<file path="config.mk">
export PLATFORM = sky130hd
export DESIGN_NAME = pipe_stage_skid
export DESIGN_NICKNAME = d
export VERILOG_FILES = /design/src/rtl/pipe_stage_skid.sv
export SDC_FILE = /design/constraint.sdc
export NUM_CORES = 1
export LEC_CHECK = 0
export ABC_AREA = 0
export CORE_UTILIZATION = 40
export CTS_CLUSTER_SIZE = 28
export DETAILED_ROUTE_END_ITERATION = 10
export GPL_TIMING_DRIVEN = 0
export PLACE_DENSITY_LB_ADDON = 0.12
export REMOVE_ABC_BUFFERS = 1
export SYNTH_ARGS = -nofsm -noshare
export SYNTH_HDL_FRONTEND = slang
export SYNTH_SLANG_ARGS = --single-unit
</file>
<file path="constraint.sdc">
create_clock -name clk -period 7.7 [get_ports clk]
set_clock_uncertainty 0.1 [all_clocks]
set_input_delay 2.31 -clock clk [delete_from_list [all_inputs] [get_ports clk]]
set_output_delay 2.31 -clock clk [all_outputs]
set_load 0.02 [all_outputs]
</file>
<file path="src/rtl/pipe_stage_skid.sv">
// Elastic pipeline-stage register with a 2-entry skid buffer (head + skid).
// Ports: clk, reset (sync, active-high), flush, in_* upstream handshake and
//   entry (pc/a3/data), out_* downstream handshake and head entry; with
//   PIPE_STAGE_STATS_EN defined also stall_cnt/xfer_cnt saturating counters.
module pipe_stage_skid #(
  parameter int unsigned NF       = 4,
  parameter logic [31:0] RESET_PC = 32'h0000_3000,
  parameter int unsigned CNT_W    = 32
) (
  input  logic              clk,
  input  logic              reset,
  input  logic              flush,
  input  logic              in_valid,
  output logic              in_ready,
  input  logic [31:0]       in_pc,
  input  logic [4:0]        in_a3,
  input  logic [32*NF-1:0]  in_data,
  output logic              out_valid,
  input  logic              out_ready,
  output logic [31:0]       out_pc,
  output logic [4:0]        out_a3,
  output logic [32*NF-1:0]  out_data
`ifdef PIPE_STAGE_STATS_EN
  ,
  output logic [CNT_W-1:0]  stall_cnt,
  output logic [CNT_W-1:0]  xfer_cnt
`endif
);

  typedef enum logic [1:0] {
    EMPTY = 2'd0,
    ONE   = 2'd1,
    FULL  = 2'd2
  } state_e;

  state_e state_q, state_d;

  logic [31:0]      main_pc_q, main_pc_d;
  logic [4:0]       main_a3_q, main_a3_d;
  logic [32*NF-1:0] main_dt_q, main_dt_d;
  logic [31:0]      skid_pc_q, skid_pc_d;
  logic [4:0]       skid_a3_q, skid_a3_d;
  logic [32*NF-1:0] skid_dt_q, skid_dt_d;

  logic in_fire;
  logic out_fire;

  // Both handshake outputs come straight from the state flop, so there is
  // no combinational path from out_ready back to in_ready.
  assign in_ready  = (state_q != FULL);
  assign out_valid = (state_q != EMPTY);
  assign in_fire   = in_valid & in_ready;
  assign out_fire  = out_valid & out_ready;

  assign out_pc   = main_pc_q;
  assign out_a3   = out_valid ? main_a3_q : 5'd0;
  assign out_data = main_dt_q;

  always_comb begin
    state_d   = state_q;
    main_pc_d = main_pc_q;
    main_a3_d = main_a3_q;
    main_dt_d = main_dt_q;
    skid_pc_d = skid_pc_q;
    skid_a3_d = skid_a3_q;
    skid_dt_d = skid_dt_q;
    if (flush) begin
      state_d = EMPTY;
    end else begin
      unique case (state_q)
        EMPTY: begin
          if (in_fire) begin
            state_d   = ONE;
            main_pc_d = in_pc;
            main_a3_d = in_a3;
            main_dt_d = in_data;
          end
        end
        ONE: begin
          unique case (1'b1)
            in_fire && out_fire: begin
              main_pc_d = in_pc;
              main_a3_d = in_a3;
              main_dt_d = in_data;
            end
            in_fire && !out_fire: begin
              state_d   = FULL;
              skid_pc_d = in_pc;
              skid_a3_d = in_a3;
              skid_dt_d = in_data;
            end
            !in_fire && out_fire: begin
              state_d = EMPTY;
            end
            default: ;
          endcase
        end
        FULL: begin
          if (out_fire) begin
            state_d   = ONE;
            main_pc_d = skid_pc_q;
            main_a3_d = skid_a3_q;
            main_dt_d = skid_dt_q;
          end
        end
        default: state_d = EMPTY;
      endcase
    end
  end

  always_ff @(posedge clk) begin
    if (reset) begin
      state_q   <= EMPTY;
      main_pc_q <= RESET_PC;
      main_a3_q <= '0;
      main_dt_q <= '0;
      skid_pc_q <= '0;
      skid_a3_q <= '0;
      skid_dt_q <= '0;
    end else begin
      state_q   <= state_d;
      main_pc_q <= main_pc_d;
      main_a3_q <= main_a3_d;
      main_dt_q <= main_dt_d;
      skid_pc_q <= skid_pc_d;
      skid_a3_q <= skid_a3_d;
      skid_dt_q <= skid_dt_d;
    end
  end

`ifdef PIPE_STAGE_STATS_EN
  logic [CNT_W-1:0] stall_q;
  logic [CNT_W-1:0] xfer_q;

  // Counters saturate and survive flush; only reset clears them.
  always_ff @(posedge clk) begin
    if (reset) begin
      stall_q <= '0;
      xfer_q  <= '0;
    end else begin
      if (out_valid && !out_ready && (stall_q != '1))
        stall_q <= stall_q + CNT_W'(1);
      if (out_fire && (xfer_q != '1))
        xfer_q <= xfer_q + CNT_W'(1);
    end
  end

  assign stall_cnt = stall_q;
  assign xfer_cnt  = xfer_q;
`else
  logic unused_cnt_w;
  assign unused_cnt_w = ^CNT_W;
`endif

endmodule

</file>
==> run_results.csv <==
group,metric,value,unit
outcome,outcome,"finished clean",
clock_network,path_clk_slew,0.06,ns
synth,synth_area_leaders,"dfxtp_1 (47%), a211oi_1 (14%), mux2i_1 (12%), nand2_1 (8.7%), a211oi_2 (6.2%)",
synth,yosys_register_bits,332,
clock_network,cts_buffer_depth,3,
floorplanning,die-area,0.0363,mm2
synth,seq_area_frac_synth,46.8,%
drt,wl_met2,18.9,mm
power_and_ir_drop,switchingPower,0.00107,W
power_and_ir_drop,swShare,24.9,%
sta,finalCriticalPeriod,5.31,ns
clock_network,cts.sinks,332,
final_layout,stdcell_count,2233,
drt,drc,0,
sta,finalSetupViolCount,0,
synth,syn_avg_cell_area,9.35,um2
min_path,hold_path_class,"flop to flop",
floorplanning,core_area,0.0347,mm2
critical_path,cp.required,7.95,ns
drt,drt-pass1-iter-count,4,
min_path,holdPathStages,2,
final_layout,mostFrequentLayoutCells,"clkdlybuf4s50_1 (335), dfxtp_1 (332), nand2_1 (331), a211oi_1 (258)",
drt,met1_length,18.6,mm
clock_network,cts_tree,"done",
power_and_ir_drop,ir_drop,0.154,mV
drt,vias_per_cell,5.42,
global_routing,grt_usage,22.1,%
place,dp_slack,1.79,ns
drt,wl,41.4,mm
critical_path,critical_path_class,"input pin to flop",
power_and_ir_drop,pwr-share-comb,14.5,%
critical_path,cp_slowest_stage_delay,0.79,ns
sta,maxSlewViolCount,0,
critical_path,regToRegStartpoint,"state_q[0]",
synth,yosysUniqueCellTypes,24,
clock_network,holdBufCountCts,0,
job,cap_violations,0,
sta,max-slew-margin-rel,39.1,%
sta,post-route-period-util,68.9,%
power_and_ir_drop,clockPowerShare,42.9,%
drt,wl_met3,3.19,mm
sta,timing.fmax,0.188,GHz
global_routing,antenna_found_initial,4,
power_and_ir_drop,powerDensity,224,mW/mm2
power_and_ir_drop,p_leak,7.43,nW
critical_path,reg2regPathDepth,10,
sta,fin_ws,2.39,ns
critical_path,rrSetupSlack,3.36,ns
clock_network,ctsResizeCount,0,
floorplanning,io_pins,337,
floorplanning,num_rows,68,
sta,rsz0062_at_grt,"false",
drt,dr_total_vias,12101,
drt,avgRoutedWirePerCell,18.5,um
final_layout,fillers,3083,
synth,yosysTopAreaCell,"dfxtp_1",
global_routing,grt_first_pass_wirelength,64.9,mm
clock_network,root_buffer,"clkbuf_16",
power_and_ir_drop,seq_power_share,42.6,%
sta,worst_slew_pin_slew,0.914,ns
min_path,whs_endpoint,"skid_dt_q[104]",
critical_path,crit_slowest_cell,"a21o_4",
clock_network,insertion_delay,0.51,ns
critical_path,critPathMaxFanout,86,
critical_path,r2r-end,"out_pc[4]",
drt,drt_iter0_markers,498,
synth,ys.warnings.count,0,
clock_network,cts_made_buffers,38,
clock_network,post_cts_buffers,0,
final_layout,area.growth.synth_to_final,35.3,%
clock_network,htree_num_levels,2,
synth,synth_cells,1519,
final_layout,drive_gt1_share,9.01,%
synth,synth_top_area_share,46.8,%
final_layout,fin_nets,1922,
critical_path,cp_common_cell,"buf_16",
floorplanning,initial_core_util,40.9,%
sta,hold_violations,0,
critical_path,end_kind,"flop",
drt,top_layer,"met5",
floorplanning,fp.dieH,190,um
critical_path,startpoint,"out_ready",
drt,detail-route-antenna-nets,0,
global_routing,grt_pass1_vias,11631,
critical_path,cp.arrival,5.56,ns
final_layout,final_common_cell,"clkdlybuf4s50_1",
place,numPortBuffers,336,
global_routing,overflow,0,
floorplanning,die_x,190,um
critical_path,start_kind,"input pin",
critical_path,crit_chain,"clkdlybuf4s50_1, inv_1, nor2_1, ha_1, mux2_8, buf_16, a21o_4, buf_16, a211oi_1",
power_and_ir_drop,p_int,0.00324,W
min_path,worstHoldStart,"skid_dt_q[104]",
place,place.gp.congestion,0.728,
place,post-dp-hpwl,24.0,mm
place,dp.cells,2164,
global_routing,grt_max_degree,131,
synth,syn-cell-area,0.0142,mm2
-- Yosys cell counts --
master / number
buf_6: 9
nand2_1: 331
buf_1: 11
o22a_1: 1
o32a_1: 1
a211oi_2: 70
buf_2: 52
a21oi_1: 166
nor2b_1: 5
nor3_1: 2
ha_1: 3
clkbuf_1: 86
a21o_1: 1
mux2i_1: 166
nand4bb_1: 1
buf_4: 8
nand2b_1: 2
mux2_4: 1
inv_1: 4
dfxtp_1: 332
nor2_1: 5
and4bb_2: 2
and3b_1: 2
a211oi_1: 258
-- flip-flops by register name (all words and copies together), names as in the netlist --
signal / flops
skid_a3_q: 5
out_data: 128
skid_dt_q: 128
main_a3_q: 5
state_q: 2
out_pc: 32
skid_pc_q: 32
-- power groups by stage --
stage                     Combinational [W]  Sequential [W]  Clock (W)
after detailed placement           0.000627         0.00187          0
after global placement             0.000643         0.00187          0
final                              0.000624         0.00184    0.00185
after CTS                          0.000629         0.00184    0.00190
after floorplan                    0.000222         0.00195          0
after global routing               0.000668         0.00184    0.00197
-- layout make-up --
cell class	count	area (um2)	share of cell area [%]
multi-input cells	1017	6810	35.5
flip-flops and latches	332	6650	34.6
repair buffers	356	3870	20.1
clock buffers	54	1150	6.01
well taps	455	569	2.96
clock inverters	13	143	0.743
inverters	4	15.0	0.0782
diodes	2	5.00	0.0261
-- through the flow --
step / hold slack (ns) / utilization [%] / setup TNS, ns / instance area, um2 / total power, W
after floorplan: 0.326 / - / -1309.96 / 13400 / 0.00217
after global placement: 0.340 / 50.0 / -3725.78 / 17300 / 0.00252
after detailed placement: 0.346 / 51.6 / 0 / 17900 / 0.00250
after CTS: 0.353 / 55.3 / 0 / 19200 / 0.00436
after global routing: 0.362 / 55.3 / 0 / 19200 / 0.00448
final: 0.352 / 55.3 / 0 / 19200 / 0.00431
-- worst max-delay path by stage --
| stage | endpoint | slack [ns] | depth (start not counted) |
|---|---|---|---|
| 6_report | out_pc[4] | 2.39 | 9 |
| 5_1_grt | out_pc[4] | 2.11 | 9 |
| 4_1_cts | out_data[31] | 2.34 | 9 |
| 3_5_place_dp | out_data[55] | 1.79 | 9 |
| 3_3_place_gp | out_data[34] | -11.64 | 4 |
| 2_1_floorplan | main_a3_q[4] | -4.28 | 7 |
-- layer usage --
metal | global-route usage (%) | vias up
li1 | - | 5944
met1 | 29.4 | 5806
met2 | 34.6 | 294
met3 | 6.97 | 53
met4 | 5.17 | 4
met5 | 0 | -
-- logic make-up (layout without fill, tap and decap cells) --
| kind of cell | count (synthesis) | count (layout) | share of synthesized area, % |
|---|---|---|---|
| and+or+nand+nor | 350 | 350 | 9.64 |
| adders and majority gates | 3 | 3 | 0.264 |
| muxes | 167 | 167 | 11.8 |
| other | 0 | 2 | 0 |
| DFF | 332 | 332 | 46.8 |
| AOI/OAI and AO/OA | 497 | 497 | 25.8 |
| buffers and inverters | 170 | 427 | 5.64 |
-- critical path, delay by kind of cell --
family          cells  cell delay, ns
compound gates      2            0.91
fa+ha+maj           1            0.20
buf+inv             4            1.30
mux                 1            0.55
simple gates        1            0.18
Power figures use the tool's default switching activity.
